===== src/rtl/writeback_queue_pkg.sv =====
// Shared widths and the queue entry layout for the register write-back path.
package writeback_queue_pkg;

  localparam int REG_ADDR_W = 5;
  localparam int DATA_W     = 8;
  localparam int NUM_REGS   = 32;

  typedef struct packed {
    logic [REG_ADDR_W-1:0] rpoint;
    logic [DATA_W-1:0]     data;
  } wb_entry;

endpackage


===== src/rtl/writeback_queue_if.sv =====
// Write-back request inputs and register file write port of the queue.
interface writeback_queue_if;
  import writeback_queue_pkg::*;

  logic                  aluValid;
  logic [REG_ADDR_W-1:0] aluRpoint;
  logic [DATA_W-1:0]     aluData;
  logic                  memValid;
  logic [REG_ADDR_W-1:0] memRpoint;
  logic [DATA_W-1:0]     memData;
  logic                  inReady;
  logic [REG_ADDR_W-1:0] writeRpoint;
  logic [DATA_W-1:0]     writeData;
  logic                  writeEnable;

  modport master (
    output aluValid, aluRpoint, aluData, memValid, memRpoint, memData,
    input  inReady, writeRpoint, writeData, writeEnable
  );

  modport slave (
    input  aluValid, aluRpoint, aluData, memValid, memRpoint, memData,
    output inReady, writeRpoint, writeData, writeEnable
  );

endinterface


===== src/rtl/writeback_queue_fwd_match.sv =====
// Youngest-match search of the stored queue entries for one read pointer.
module wb_fwd_match
  import writeback_queue_pkg::*;
#(
  parameter int DEPTH = 4
) (
  input  wb_entry [DEPTH-1:0]         entries,
  input  logic [DEPTH-1:0]            valid,
  input  logic [$clog2(DEPTH)-1:0]    head,
  input  logic [REG_ADDR_W-1:0]       rpoint,
  output logic                        hit,
  output logic [DATA_W-1:0]           data
);

  localparam int AW = $clog2(DEPTH);

  logic [AW-1:0] idx;

  // Walk from oldest to youngest so the last match seen is the youngest one
  always_comb begin
    hit  = 1'b0;
    data = '0;
    idx  = head;
    for (int k = 0; k < DEPTH; k++) begin
      idx = head + AW'(k);
      if (valid[idx] && (entries[idx].rpoint == rpoint)) begin
        hit  = 1'b1;
        data = entries[idx].data;
      end
    end
  end

endmodule


===== src/rtl/writeback_queue.sv =====
// Ordered write-back FIFO feeding the register file, with pending/forward status.
module writeback_queue
  import writeback_queue_pkg::*;
#(
  parameter int DEPTH      = 4,
  parameter bit DISCARD_R0 = 1'b1
) (
  input  logic                       clk,
  input  logic                       rst_n,
  writeback_queue_if.slave           bus,
  input  logic [REG_ADDR_W-1:0]      R1point,
  input  logic [REG_ADDR_W-1:0]      R2point,
  output logic                       R1fwdValid,
  output logic [DATA_W-1:0]          R1fwdData,
  output logic                       R2fwdValid,
  output logic [DATA_W-1:0]          R2fwdData,
  output logic [NUM_REGS-1:0]        pending,
  output logic [$clog2(DEPTH):0]     count,
  output logic                       overflow
);

  localparam int AW = $clog2(DEPTH);
  localparam int CW = AW + 1;

  wb_entry [DEPTH-1:0] entries;
  logic [DEPTH-1:0]    valid;
  logic [AW-1:0]       head;
  logic [AW-1:0]       tail;
  logic [CW-1:0]       count_q;
  logic                overflow_q;

  logic ready;
  logic mem_req;
  logic alu_req;
  logic mem_push;
  logic alu_push;
  logic pop;
  logic drop;

  // Register 0 requests are swallowed here so they never touch count or overflow
  assign mem_req  = bus.memValid && !(DISCARD_R0 && (bus.memRpoint == '0));
  assign alu_req  = bus.aluValid && !(DISCARD_R0 && (bus.aluRpoint == '0));
  assign ready    = (count_q <= CW'(DEPTH - 2));
  assign mem_push = ready && mem_req;
  assign alu_push = ready && alu_req;
  assign drop     = !ready && (mem_req || alu_req);
  assign pop      = (count_q != '0);

  // An entry is live when its distance from head is below the occupancy
  always_comb begin
    for (int i = 0; i < DEPTH; i++) begin
      valid[i] = ({1'b0, AW'(i) - head} < count_q);
    end
  end

  // Entry storage: memory result goes first (older), ALU result right behind it
  always_ff @(posedge clk) begin
    if (rst_n && mem_push) begin
      entries[tail] <= wb_entry'({bus.memRpoint, bus.memData});
    end
    if (rst_n && alu_push) begin
      entries[mem_push ? tail + AW'(1) : tail] <= wb_entry'({bus.aluRpoint, bus.aluData});
    end
  end

  // Pointers, occupancy and sticky overflow; reset drops everything queued
  always_ff @(posedge clk) begin
    if (!rst_n) begin
      head       <= '0;
      tail       <= '0;
      count_q    <= '0;
      overflow_q <= 1'b0;
    end else begin
      tail    <= tail + AW'(mem_push) + AW'(alu_push);
      head    <= head + AW'(pop);
      count_q <= count_q + CW'(mem_push) + CW'(alu_push) - CW'(pop);
      if (drop) begin
        overflow_q <= 1'b1;
      end
    end
  end

  // One-hot OR of every stored destination register
  always_comb begin
    pending = '0;
    for (int i = 0; i < DEPTH; i++) begin
      if (valid[i]) begin
        pending[entries[i].rpoint] = 1'b1;
      end
    end
  end

  assign bus.inReady     = ready;
  assign bus.writeEnable = pop;
  assign bus.writeRpoint = pop ? entries[head].rpoint : '0;
  assign bus.writeData   = pop ? entries[head].data : '0;
  assign count           = count_q;
  assign overflow        = overflow_q;

  wb_fwd_match #(.DEPTH(DEPTH)) u_fwd_r1 (
    .entries (entries),
    .valid   (valid),
    .head    (head),
    .rpoint  (R1point),
    .hit     (R1fwdValid),
    .data    (R1fwdData)
  );

  wb_fwd_match #(.DEPTH(DEPTH)) u_fwd_r2 (
    .entries (entries),
    .valid   (valid),
    .head    (head),
    .rpoint  (R2point),
    .hit     (R2fwdValid),
    .data    (R2fwdData)
  );

endmodule


===== src/flat_wrapper.sv =====
// flat-port wrapper written by rule: the top's interface ports become plain ports
module writeback_queue_flat import writeback_queue_pkg::*;
#(
  parameter int DEPTH      = 4,
  parameter bit DISCARD_R0 = 1'b1
)
  (clk, rst_n, R1point, R2point, R1fwdValid, R1fwdData, R2fwdValid, R2fwdData, pending, count, overflow, bus_aluValid, bus_aluRpoint, bus_aluData, bus_memValid, bus_memRpoint, bus_memData, bus_inReady, bus_writeRpoint, bus_writeData, bus_writeEnable);
  writeback_queue_if bus_i ();
  input  logic clk;
  input  logic rst_n;
  input  logic [REG_ADDR_W-1:0] R1point;
  input  logic [REG_ADDR_W-1:0] R2point;
  output logic R1fwdValid;
  output logic [DATA_W-1:0] R1fwdData;
  output logic R2fwdValid;
  output logic [DATA_W-1:0] R2fwdData;
  output logic [NUM_REGS-1:0] pending;
  output logic [$clog2(DEPTH):0] count;
  output logic overflow;
  input wire logic [$bits(bus_i.aluValid)-1:0] bus_aluValid;
  input wire logic [$bits(bus_i.aluRpoint)-1:0] bus_aluRpoint;
  input wire logic [$bits(bus_i.aluData)-1:0] bus_aluData;
  input wire logic [$bits(bus_i.memValid)-1:0] bus_memValid;
  input wire logic [$bits(bus_i.memRpoint)-1:0] bus_memRpoint;
  input wire logic [$bits(bus_i.memData)-1:0] bus_memData;
  output wire logic [$bits(bus_i.inReady)-1:0] bus_inReady;
  output wire logic [$bits(bus_i.writeRpoint)-1:0] bus_writeRpoint;
  output wire logic [$bits(bus_i.writeData)-1:0] bus_writeData;
  output wire logic [$bits(bus_i.writeEnable)-1:0] bus_writeEnable;
  assign bus_i.aluValid = bus_aluValid;
  assign bus_i.aluRpoint = bus_aluRpoint;
  assign bus_i.aluData = bus_aluData;
  assign bus_i.memValid = bus_memValid;
  assign bus_i.memRpoint = bus_memRpoint;
  assign bus_i.memData = bus_memData;
  assign bus_inReady = bus_i.inReady;
  assign bus_writeRpoint = bus_i.writeRpoint;
  assign bus_writeData = bus_i.writeData;
  assign bus_writeEnable = bus_i.writeEnable;
  writeback_queue #(.DEPTH(DEPTH), .DISCARD_R0(DISCARD_R0)) u_core (.clk(clk), .rst_n(rst_n), .bus(bus_i), .R1point(R1point), .R2point(R2point), .R1fwdValid(R1fwdValid), .R1fwdData(R1fwdData), .R2fwdValid(R2fwdValid), .R2fwdData(R2fwdData), .pending(pending), .count(count), .overflow(overflow));
endmodule

===== config.mk =====
export PLATFORM = sky130hd
export DESIGN_NAME = writeback_queue_flat
export DESIGN_NICKNAME = d
export VERILOG_FILES = /design/src/rtl/writeback_queue_pkg.sv /design/src/rtl/writeback_queue_if.sv /design/src/rtl/writeback_queue_fwd_match.sv /design/src/rtl/writeback_queue.sv /design/src/flat_wrapper.sv
export SDC_FILE = /design/constraint.sdc
export NUM_CORES = 1
export LEC_CHECK = 0
export ABC_AREA = 1
export CAP_MARGIN = 30
export CORE_ASPECT_RATIO = 0.75
export CORE_UTILIZATION = 37
export CTS_CLUSTER_SIZE = 24
export DETAILED_ROUTE_END_ITERATION = 6
export SYNTH_ARGS = -nofsm -noshare
export SYNTH_HDL_FRONTEND = slang
export SYNTH_SLANG_ARGS = --single-unit

===== constraint.sdc =====
create_clock -name clk -period 7 [get_ports clk]
set_clock_uncertainty 0.15 [all_clocks]
set_input_delay 1.05 -clock clk [delete_from_list [all_inputs] [get_ports clk]]
set_output_delay 1.05 -clock clk [all_outputs]
set_load 0.01 [all_outputs]

==> flow_summary_export.csv <==
group,metric,value,unit
place,hpwl,22100,µm
cts,cts_tree,"built",
power,p_int,2000,µW
cells_and_area,fin_area,0.00874,mm²
cts,clock_latency,0.32,ns
power,switchingPower,2970,µW
run,drv_cap,0,
sta,max_slew.worst_pin.slew,1.05,ns
global_route,grt_pass1_wl,42400,µm
cts,clockBufferDepth,2,
power,power_density,569,mW/mm²
cells_and_area,diodes,0,
cts,post-cts-setup-buffers,0,
cells_and_area,drive_above_1_share,0.0507,
logic_synthesis,avgSynthCellArea,5.51,µm²
critical_path,crit_top_cell,"nand2_1",
power,power_leakage,0.00411,µW
logic_synthesis,yosysSeqAreaShare,0.165,
cts,clkSinkCount,60,
global_route,antenna_found_initial,0,
routing,post-route-drc-count,0,
logic_synthesis,synthDistinctLibCells,44,
critical_path,cp_num_buf_inv,3,
cells_and_area,syn2layout_area_growth,19.8,%
routing,drt_iter0_markers,1029,
floorplan,fp.dieH,124,µm
power,power_frac_comb,0.760,
logic_synthesis,ys_ff_latch,60,
power,p_seq_frac,0.154,
critical_path,regToRegSetupSlack,3.71,ns
power,ir_drop,0.277,mV
power,switching_share,0.597,
sta,final.period_utilization,0.739,
floorplan,start_util,0.377,
floorplan,top_level_ports,109,
routing,routed_via_density,5.33,
critical_path,startpoint_type,"flip-flop",
critical_path,r2r_cells,9,
critical_path,path_max_fanout,103,
critical_path,slowest_stage,"buf_4",
sta,finalMaxSlewViolations,0,
cells_and_area,finish.utilization,0.452,
global_route,track_usage,0.274,
sta,finalCriticalPeriod,5.17,ns
critical_path,arrival,3.97,ns
routing,wire_per_inst,17.0,µm
routing,vias,8821,
logic_synthesis,netlist_instances,1323,
logic_synthesis,synth_nets,1377,
logic_synthesis,synth_edf_count,0,
sta,rsz0062_at_grt,"false",
cts,clk_pin_slew,0.05,ns
critical_path,r2r_start,"u_core.count[1]$_SDFF_PN0_",
critical_path,slowest_delay,0.65,ns
floorplan,core,0.0193,mm²
sta,hold_violations,0,
global_route,grt_pass1_vias,7262,
cts,postCtsHoldBufs,0,
logic_synthesis,syn_area,0.00729,mm²
sta,clock.fmax,193,MHz
sta,setup_viol,0,
critical_path,cp.depth,17,
logic_synthesis,synth_top_cell_area_share,0.260,
routing,firstDrtPassIters,6,
global_route,grt_max_degree,104,
logic_synthesis,async_reset_ff_frac,0,
critical_path,crit_required,5.80,ns
global_route,gr-total-overflow,0,
critical_path,path_class,"reg -> out",
logic_synthesis,ys_warn_count,0,
floorplan,fp-row-count,44,
logic_synthesis,synth_area_leaders,"nand2_1 26%, dfxtp_1 16%, o21ai_0 8.8%, inv_1 8.1%, nand3_1 6.8%",
cts,cts-root-buf,"clkbuf_16",
cts,post_cts_resize_count,0,
cts,cts_made_buffers,9,
routing,wl,28000,µm
cells_and_area,fin_nets,1450,
critical_path,worstReg2RegEnd,"u_core.entries[8]$_DFF_P_",
worst_hold_path,min_path_type,"reg -> reg",
power,power.total,4970,µW
sta,setup_tns,0,ns
sta,slew_headroom,0.294,
place,routabilityCongestion,1.01,
logic_synthesis,ys.flop_type,"dfxtp_1",
place,placed_cell_area,0.00845,mm²
place,port_buffers,108,
logic_synthesis,synth_top_area_cell,"nand2_1",
routing,ant_nets,0,
run_status,outcome,"finished clean",
critical_path,worstSetupStartpoint,"u_core.head[0]$_SDFF_PN0_",
critical_path,cpLargestDelayFamily,"simple AND/OR/NAND/NOR gates",
cts,htree_levels,3,
floorplan,dieArea,0.0203,mm²
critical_path,cp-end-kind,"output port",
critical_path,crit_chain,"buf_4 > nand2_2 > nand2_4 > ha_1 > nand3_1 > nand2_1 > nand2_1 > nand3_1 > nand2_1 > inv_1 > nor2_4 > nand3_1 > nand2_1 > nand2_1 > nand2_1 > nand2_1 > clkdlybuf4s50_1",
floorplan,chipWidth,164,µm
power,clock_power_share,0.086,
critical_path,cp-endpoint,"R1fwdData[2]",
[routing by layer]
layer | up-vias | global-route usage | wire [µm]
met4 | 0 | 0.0440 | 152
met3 | 15 | 0.0653 | 3320
met1 | 3886 | 0.470 | 15100
met2 | 461 | 0.318 | 9510
met5 | - | 0 | 0
li1 | 4459 | - | -
[cells by family after synthesis]
kind of cell               count (synthesis)  share of synthesized area
buffers and inverters                    218                      0.125
AOI/OAI and AO/OA                        224                      0.182
DFF                                       60                      0.165
xor gates and xnor gates                  25                     0.0310
and+or+nand+nor                          782                      0.470
adders and majority gates                 14                     0.0271
[per-stage QoR]
stage,hold WS (ns),cells,setup WS [ns]
2_1_floorplan,0.326,1323,3.38
3_3_place_gp,0.305,1637,2.26
3_5_place_dp,0.317,1638,2.20
4_1_cts,0.334,1654,1.86
5_1_grt,0.365,1654,1.48
6_report,0.327,1654,1.83
[area by class of cell]
cell class | instances | area, µm²
inverters | 167 | 627
flip-flops and latches | 60 | 1200
well taps | 253 | 317
repair buffers | 113 | 1120
multi-input cells | 1045 | 5180
fillers | 2103 | 10600
clock buffers | 11 | 233
clock inverters | 5 | 52.6
[worst register-to-register path, delay by kind of cell, from the launching register on]
kind	cells	cell delay, ns
AND/OR/NAND/NOR	4	1.77
flip-flops	1	0.37
AO/OA/AOI/OAI	3	0.39
adder cells (fa/ha/maj)	1	0.22
buffers and inverters	1	0.26
[how the worst min path moves through the flow]
stage	depth (start not counted)	to	startpoint
detailed placement	2	u_core.overflow$_SDFFE_PN0P_	u_core.overflow$_SDFFE_PN0P_
floorplan	2	u_core.entries[13]$_DFF_P_	u_core.entries[13]$_DFF_P_
global placement	2	u_core.overflow$_SDFFE_PN0P_	u_core.overflow$_SDFFE_PN0P_
finish	2	u_core.overflow$_SDFFE_PN0P_	u_core.overflow$_SDFFE_PN0P_
global route	2	u_core.overflow$_SDFFE_PN0P_	u_core.overflow$_SDFFE_PN0P_
CTS	2	u_core.overflow$_SDFFE_PN0P_	u_core.overflow$_SDFFE_PN0P_
[cell usage in the layout, fill, tap and decap left out, drive strengths merged, types with 3 or more instances in the layout]
master	n
clkdlybuf4s50	108
buf	5
dfxtp	60
nand4	37
a32oi	5
ha	11
nor3	23
nand3	109
clkinv	5
o211ai	5
o2111ai	11
a22oi	11
nand2	513
o21ai	147
xor2	24
clkbuf	11
a21oi	4
nor2	97
nor4	3
o21a	16
inv	165
fa	3
a31oi	18
[registers in the layout, summed over array words and instances, names as in the netlist]
name,cells
u_core.tail,2
u_core.count,3
u_core.entries,52
u_core.overflow,1
u_core.head,2
[Yosys cell counts, types with 2 or more instances]
cell / n
a21oi_1: 3
a221oi_1: 2
a22oi_1: 11
a31oi_1: 17
a32oi_1: 5
buf_2: 21
buf_4: 8
buf_6: 5
clkbuf_1: 16
clkinv_1: 2
dfxtp_1: 60
fa_1: 3
ha_1: 11
inv_1: 157
inv_2: 8
nand2_1: 505
nand2_2: 7
nand3_1: 99
nand3_2: 6
nand3_4: 4
nand4_1: 36
nor2_1: 79
nor2_2: 6
nor2_4: 12
nor3_1: 23
nor4_1: 3
o2111ai_1: 11
o211ai_1: 5
o21a_1: 16
o21ai_0: 128
o21ai_1: 17
o21ai_2: 2
o31ai_1: 2
xor2_1: 23
[power by group through the flow]
stage               registers, µW  logic [µW]  clock network, µW
detailed placement            754        3670                  0
global route                  777        4160                449
global placement              753        3650                  0
finish                        766        3770                430
CTS                           747        3690                431
floorplan                     640        2550                  0
Note: power is estimated with default switching activity, not from simulation.
